===== config.mk =====
export PLATFORM = sky130hd
export DESIGN_NAME = i2c_tx_fifo_flat
export DESIGN_NICKNAME = d
export VERILOG_FILES = /design/src/rtl/i2c_tx_fifo_if.sv /design/src/rtl/i2c_tx_fifo.sv /design/src/flat_wrapper.sv
export SDC_FILE = /design/constraint.sdc
export NUM_CORES = 1
export LEC_CHECK = 0
export BUFFER_PORTS_ARGS = -buffer_cell sky130_fd_sc_hd__buf_2
export CAP_MARGIN = 25
export CORE_MARGIN = 2
export CORE_UTILIZATION = 31
export CTS_CLUSTER_SIZE = 25
export DETAILED_ROUTE_END_ITERATION = 8
export PLACE_DENSITY = 0.48
export SETUP_SLACK_MARGIN = 0.02
export SYNTH_ARGS = -nofsm -noshare
export SYNTH_HDL_FRONTEND = slang
export SYNTH_SLANG_ARGS = --single-unit
export TNS_END_PERCENT = 30

===== constraint.sdc =====
create_clock -name PCLK -period 6 [get_ports PCLK]
set_input_delay 1.2 -clock PCLK [delete_from_list [all_inputs] [get_ports PCLK]]
set_output_delay 1.2 -clock PCLK [all_outputs]
set_load 0.02 [all_outputs]

===== src/rtl/i2c_tx_fifo_if.sv =====
// Bus between the APB bridge (master) and the TX FIFO (slave).
// It carries push/pop strobes, data, status and error flags.
interface i2c_tx_fifo_if #(
  parameter int DWIDTH = 32,
  parameter int AWIDTH = 4
);
  logic              WR_EN;
  logic [DWIDTH-1:0] DATA_IN;
  logic              RD_EN;
  logic              CLEAR_ERR;
  logic [DWIDTH-1:0] DATA_OUT;
  logic              EMPTY;
  logic              FULL;
  logic              ALMOST_FULL;
  logic [AWIDTH:0]   LEVEL;
  logic              OVERFLOW;
  logic              UNDERFLOW;

  modport master (
    output WR_EN, DATA_IN, RD_EN, CLEAR_ERR,
    input  DATA_OUT, EMPTY, FULL, ALMOST_FULL, LEVEL, OVERFLOW, UNDERFLOW
  );

  modport slave (
    input  WR_EN, DATA_IN, RD_EN, CLEAR_ERR,
    output DATA_OUT, EMPTY, FULL, ALMOST_FULL, LEVEL, OVERFLOW, UNDERFLOW
  );
endinterface


===== src/rtl/i2c_tx_fifo.sv =====
// First-word-fall-through TX FIFO between the APB bridge and the I2C core.
// Status is decoded from a registered occupancy counter; error flags are sticky.
module i2c_tx_fifo #(
  parameter int DWIDTH   = 32,
  parameter int DEPTH    = 16,
  parameter int AWIDTH   = 4,
  parameter int AF_LEVEL = 12
) (
  input  logic           PCLK,
  input  logic           PRESET,
  i2c_tx_fifo_if.slave   bus
);

  logic [DWIDTH-1:0] mem_q [DEPTH];
  logic [AWIDTH-1:0] wr_ptr_q, wr_ptr_d;
  logic [AWIDTH-1:0] rd_ptr_q, rd_ptr_d;
  logic [AWIDTH:0]   level_q, level_d;
  logic              ovf_q, ovf_d;
  logic              unf_q, unf_d;

  logic empty, full, push, pop;

  assign empty = (level_q == '0);
  assign full  = (level_q == (AWIDTH+1)'(DEPTH));
  assign pop   = bus.RD_EN & ~empty;
  // A pop in the same cycle frees the slot, so a full FIFO still accepts the push.
  assign push  = bus.WR_EN & (~full | pop);

  always_comb begin
    wr_ptr_d = wr_ptr_q;
    rd_ptr_d = rd_ptr_q;
    level_d  = level_q;
    if (push) wr_ptr_d = wr_ptr_q + AWIDTH'(1);
    if (pop)  rd_ptr_d = rd_ptr_q + AWIDTH'(1);
    if (push && !pop)      level_d = level_q + (AWIDTH+1)'(1);
    else if (pop && !push) level_d = level_q - (AWIDTH+1)'(1);
    // A new error event takes priority over a same-cycle clear.
    ovf_d = (ovf_q & ~bus.CLEAR_ERR) | (bus.WR_EN & ~push);
    unf_d = (unf_q & ~bus.CLEAR_ERR) | (bus.RD_EN & empty);
  end

  always_ff @(posedge PCLK) begin
    if (PRESET) begin
      wr_ptr_q <= '0;
      rd_ptr_q <= '0;
      level_q  <= '0;
      ovf_q    <= 1'b0;
      unf_q    <= 1'b0;
    end else begin
      wr_ptr_q <= wr_ptr_d;
      rd_ptr_q <= rd_ptr_d;
      level_q  <= level_d;
      ovf_q    <= ovf_d;
      unf_q    <= unf_d;
    end
  end

  // Storage is intentionally not reset.
  always_ff @(posedge PCLK) begin
    if (!PRESET && push) mem_q[wr_ptr_q] <= bus.DATA_IN;
  end

  assign bus.DATA_OUT    = mem_q[rd_ptr_q];
  assign bus.EMPTY       = empty;
  assign bus.FULL        = full;
  assign bus.ALMOST_FULL = (level_q >= (AWIDTH+1)'(AF_LEVEL));
  assign bus.LEVEL       = level_q;
  assign bus.OVERFLOW    = ovf_q;
  assign bus.UNDERFLOW   = unf_q;

endmodule


===== src/flat_wrapper.sv =====
// flat-port wrapper written by rule: the top's interface ports become plain ports
module i2c_tx_fifo_flat 
#(
  parameter int DWIDTH   = 32,
  parameter int DEPTH    = 16,
  parameter int AWIDTH   = 4,
  parameter int AF_LEVEL = 12
)
  (PCLK, PRESET, bus_WR_EN, bus_DATA_IN, bus_RD_EN, bus_CLEAR_ERR, bus_DATA_OUT, bus_EMPTY, bus_FULL, bus_ALMOST_FULL, bus_LEVEL, bus_OVERFLOW, bus_UNDERFLOW);
  i2c_tx_fifo_if #(.DWIDTH(DWIDTH), .AWIDTH(AWIDTH)) bus_i ();
  input  logic PCLK;
  input  logic PRESET;
  input wire logic [$bits(bus_i.WR_EN)-1:0] bus_WR_EN;
  input wire logic [$bits(bus_i.DATA_IN)-1:0] bus_DATA_IN;
  input wire logic [$bits(bus_i.RD_EN)-1:0] bus_RD_EN;
  input wire logic [$bits(bus_i.CLEAR_ERR)-1:0] bus_CLEAR_ERR;
  output wire logic [$bits(bus_i.DATA_OUT)-1:0] bus_DATA_OUT;
  output wire logic [$bits(bus_i.EMPTY)-1:0] bus_EMPTY;
  output wire logic [$bits(bus_i.FULL)-1:0] bus_FULL;
  output wire logic [$bits(bus_i.ALMOST_FULL)-1:0] bus_ALMOST_FULL;
  output wire logic [$bits(bus_i.LEVEL)-1:0] bus_LEVEL;
  output wire logic [$bits(bus_i.OVERFLOW)-1:0] bus_OVERFLOW;
  output wire logic [$bits(bus_i.UNDERFLOW)-1:0] bus_UNDERFLOW;
  assign bus_i.WR_EN = bus_WR_EN;
  assign bus_i.DATA_IN = bus_DATA_IN;
  assign bus_i.RD_EN = bus_RD_EN;
  assign bus_i.CLEAR_ERR = bus_CLEAR_ERR;
  assign bus_DATA_OUT = bus_i.DATA_OUT;
  assign bus_EMPTY = bus_i.EMPTY;
  assign bus_FULL = bus_i.FULL;
  assign bus_ALMOST_FULL = bus_i.ALMOST_FULL;
  assign bus_LEVEL = bus_i.LEVEL;
  assign bus_OVERFLOW = bus_i.OVERFLOW;
  assign bus_UNDERFLOW = bus_i.UNDERFLOW;
  i2c_tx_fifo #(.DWIDTH(DWIDTH), .DEPTH(DEPTH), .AWIDTH(AWIDTH), .AF_LEVEL(AF_LEVEL)) u_core (.PCLK(PCLK), .PRESET(PRESET), .bus(bus_i));
endmodule

==> results.txt <==
- Antenna cell count: 0
- Worst Path Max Fanout: 47
- The first global-routing pass estimated 69700 um of wire.
- Counting instances, the worst hold path has a depth of 2.
* Syn_area_per_cell: 22.2 um2
- Cells with a size suffix above 1 make up 32.0% of the layout.
* Number of synthesized flops with an enable pin: around 510
- DR pass1 iterations: 5
- Depth of the CTS H-tree: 2
- DP HPWL: 25800 um
- The floorplan step set the die width to 259 um.
- For this design the static power due to leakage is 7.38 nW.
- Counting cells, the worst reg-to-reg path comes to 10.
- Post-layout nets: 1077
* Measured slew at the worst slew-check pin: around 1 ns
- After layout, the worst setup slack is 1.67 ns.
- Clock-pin slew was measured on the worst setup and hold paths at 0.06 ns.
- Setup repair after global routing missed its margin: false
* Post-layout minimum cycle time: between 4 and 5 ns
- Worst-case setup slack after placement: about 2.2 ns
- The final count of pins violating max slew is 0.
- Internal cell power: around 7.0 mW
- Clk pwr share: 35.5%
- The tightest min-delay check is of the flip-flop to flip-flop type.
- Root cell of the clock tree: sky130_fd_sc_hd__clkbuf_16
* Uppermost signal routing layer after detailed routing: met5
- Post-synth design cell area: 20200 um2
- Power spread over the standard cell area amounts to 400 nW/um2.
* Remaining antenna violation count: 0
- # resized after CTS: 0
- Max clock buf depth: 3
- VDD IR max: 0.279 mV
- Num CTS Buffers: 56
- TritonCTS built the clock tree.
* Fraction of registers with async set/reset: 0%
* Power share of the sequential group: 45.3%
- The number of endpoints with negative hold slack in the final report is 0.
* Total number of vias: around 9400
- Routed length per instance: 24.7 um
- Total stage count of the critical path: 5
* Critical-path top delay cell: sky130_fd_sc_hd__dfxtp_4
- Of the total power, the share spent switching nets is 26.5%.
* Vias in the first global route: 10233
* Max-capacitance violation count: 0
- Summed over all nets, the switching power comes to 2.51 mW.
- After clock tree synthesis, the setup repair step added 0 buffers.
- Worst slew margin: 32.7%
- After the first detailed-routing iteration, the DRC count stood at 691.
- Traced cell by cell, the critical path runs through buf_4 -> mux4_2 -> a22oi_1 -> nand2_1 -> buf_2.
* Total die area: 67100 um2
- Met1 wire length: 21600 um
* Achievable frequency: 0.231 GHz
- Combinational cells account for roughly a fifth of the total power.
- Setup TNS: 0 ns
- Status: finished, final reports clean
* Clock latency of the later-clocked register in the worst-skew pair: 0.61 ns
* Clock sinks: 531
- Detailed routing placed a total of 22800 um of wire on met2.
- Met3 routed wirelength: 2440 um
* Synthesis-to-finish area growth: 17.4%
- Counting flops and latches in the post-synthesis netlist gives ~530.
* Worst clock skew on the final layout: 0.0230 ns
* Worst Path Required: approximately 4.8 ns
- Drt drc: 0
* Std-Cell Rows: 93
- Proportion of netlist area held by the largest area contributor: 76.3%
* Capturing element type of the critical path: output port
* Cell type contributing the most total cell area after synthesis: sky130_fd_sc_hd__edfxtp_1
* Initial antenna violation count: 2
- The die is between 200 and 300 um tall.
- The share of the Yosys chip area taken by registers is about 78%.
* Top cell family by delay on the critical path: flip-flops
* Signal arrival time at the worst endpoint: 3.13 ns
- I/O pin count: 79
- Buffers inserted to repair hold after CTS numbered 0.
* Syn nets: 956
- For this run, the number of Yosys warnings is 0.
- After layout, the worst path uses between 70% and 80% of the clock period.
- Wire length reported by the detailed router: 47700 um
- On the worst path, the slowest cell contributes a delay of 0.87 ns.
* Top FF cell, synth: sky130_fd_sc_hd__edfxtp_1
* Effective utilization at floorplan: 31.3%
* Number of standard cells after synthesis: 909
- After global routing the overflow that remains totals 0.
- STA classifies the critical path startpoint as a flip-flop.
* Top post-synthesis cells by area: sky130_fd_sc_hd__edfxtp_1 76%, sky130_fd_sc_hd__mux4_2 14%, sky130_fd_sc_hd__a22oi_1 2.4%
* Global placer's final weighted congestion: 0.685
* Unique masters post-synth: between 40 and 50
- Entering global routing, the biggest net connects 56 pins.
- Core ar.: ~64000 um2
- The critical path in this run is classified as flip-flop to output port.
* Crit path buffers/inverters: 2
- Using the TritonRoute via totals, the vias-per-cell ratio works out to 4.86.
* Number of failing setup endpoints in the final timing report: 0
- For this run, the total global-route usage over all layers was measured as 14.4%.
- Buffers on Ports: 78
[cell usage after synthesis (2+ instances only)]
master                     instances
sky130_fd_sc_hd__a21oi_1           7
sky130_fd_sc_hd__a22oi_1          64
sky130_fd_sc_hd__buf_1             2
sky130_fd_sc_hd__buf_2            13
sky130_fd_sc_hd__clkbuf_1         31
sky130_fd_sc_hd__dfxtp_1          19
sky130_fd_sc_hd__edfxtp_1        512
sky130_fd_sc_hd__ha_1              9
sky130_fd_sc_hd__inv_1             6
sky130_fd_sc_hd__mux2i_1           2
sky130_fd_sc_hd__mux4_2          128
sky130_fd_sc_hd__nand2_1          40
sky130_fd_sc_hd__nand3_1           3
sky130_fd_sc_hd__nor2_1           32
sky130_fd_sc_hd__nor2b_1           5
sky130_fd_sc_hd__nor3_1            3
sky130_fd_sc_hd__o211ai_1          3
sky130_fd_sc_hd__or3_1             2
sky130_fd_sc_hd__xnor2_1           2
sky130_fd_sc_hd__xor2_1            5
[power groups by stage]
| stage | sequential (mW) | clock [mW] | combinational [mW] |
|---|---|---|---|
| floorplan | 4.26 | 0 | 1.41 |
| global placement | 4.38 | 0 | 1.85 |
| detailed placement | 4.38 | 0 | 1.86 |
| CTS | 4.30 | 3.46 | 1.86 |
| global route | 4.31 | 3.58 | 1.97 |
| finish | 4.29 | 3.36 | 1.81 |
[layout make-up]
| class | count | area (um2) |
|---|---|---|
| Fill cell | 5887 | 40700 |
| Sequential cell | 531 | 15800 |
| Multi-Input combinational cell | 325 | 4310 |
| Clock buffer | 69 | 1450 |
| Tap cell | 855 | 1070 |
| Timing Repair Buffer | 110 | 713 |
| Clock inverter | 34 | 328 |
| Inverter | 6 | 22.5 |
[worst min-delay path, delay by kind of cell (launching register included)]
family,cells,cell delay [ns]
flops,1,0.35
simple gates,1,0.07
compound gates,1,0.06
[metal layers]
layer / track usage (%) / vias to the layer above
li1: - / 4075
met1: 20.4 / 4997
met2: 23.0 / 233
met3: 2.72 / 71
met4: 3.21 / 2
met5: 0 / -
[final timing paths]
kind	startpoint	end	slack, ns
max	flip-flop	bus_DATA_OUT[28]	1.67
min	u_core.wr_ptr_q[1]	u_core.wr_ptr_q[1]	0.52
min reg2reg	u_core.wr_ptr_q[1]	u_core.wr_ptr_q[1]	0.52
max reg2reg	u_core.bus.LEVEL[0]	u_core.bus.LEVEL[4]	2.91
[logic make-up after synthesis]
| family | after synthesis | share of synthesized area (%) |
|---|---|---|
| buf+inv | 53 | 1.11 |
| flops | 531 | 78.2 |
| fa+ha+maj | 10 | 0.658 |
| mux | 131 | 14.5 |
| compound gates | 81 | 3.07 |
| simple gates | 96 | 2.21 |
| xor+xnor | 7 | 0.304 |
[sequential cells by signal, summed over array words and instances (netlist names), named ones only]
name and count:
u_core.bus.OVERFLOW 1, u_core.mem_q 512, u_core.bus.UNDERFLOW 1, u_core.bus.LEVEL 5, u_core.wr_ptr_q 4, u_core.rd_ptr_q 4
[placed cells by master, fill, tap and decap left out, types with 13 or more instances in the layout]
cell / instances
sky130_fd_sc_hd__mux4_2: 128
sky130_fd_sc_hd__clkbuf_16: 56
sky130_fd_sc_hd__a22oi_1: 64
sky130_fd_sc_hd__clkbuf_1: 13
sky130_fd_sc_hd__nor2_1: 19
sky130_fd_sc_hd__nor2_4: 13
sky130_fd_sc_hd__buf_2: 78
sky130_fd_sc_hd__clkinv_1: 16
sky130_fd_sc_hd__edfxtp_1: 512
sky130_fd_sc_hd__buf_4: 26
sky130_fd_sc_hd__dfxtp_1: 17
sky130_fd_sc_hd__nand2_1: 40
[per-stage QoR]
step	std cells	hold slack, ns	util (%)	power (mW)	area [um2]
after detailed placement	1825	0.519	33.9	6.23	21800
after global placement	1823	0.509	33.9	6.23	21800
after global routing	1930	0.563	36.8	9.86	23700
after CTS	1928	0.527	36.7	9.62	23600
final	1930	0.516	36.8	9.46	23700
after floorplan	909	0.482	-	5.67	20200
No activity file was read; power rests on OpenSTA's default activity.
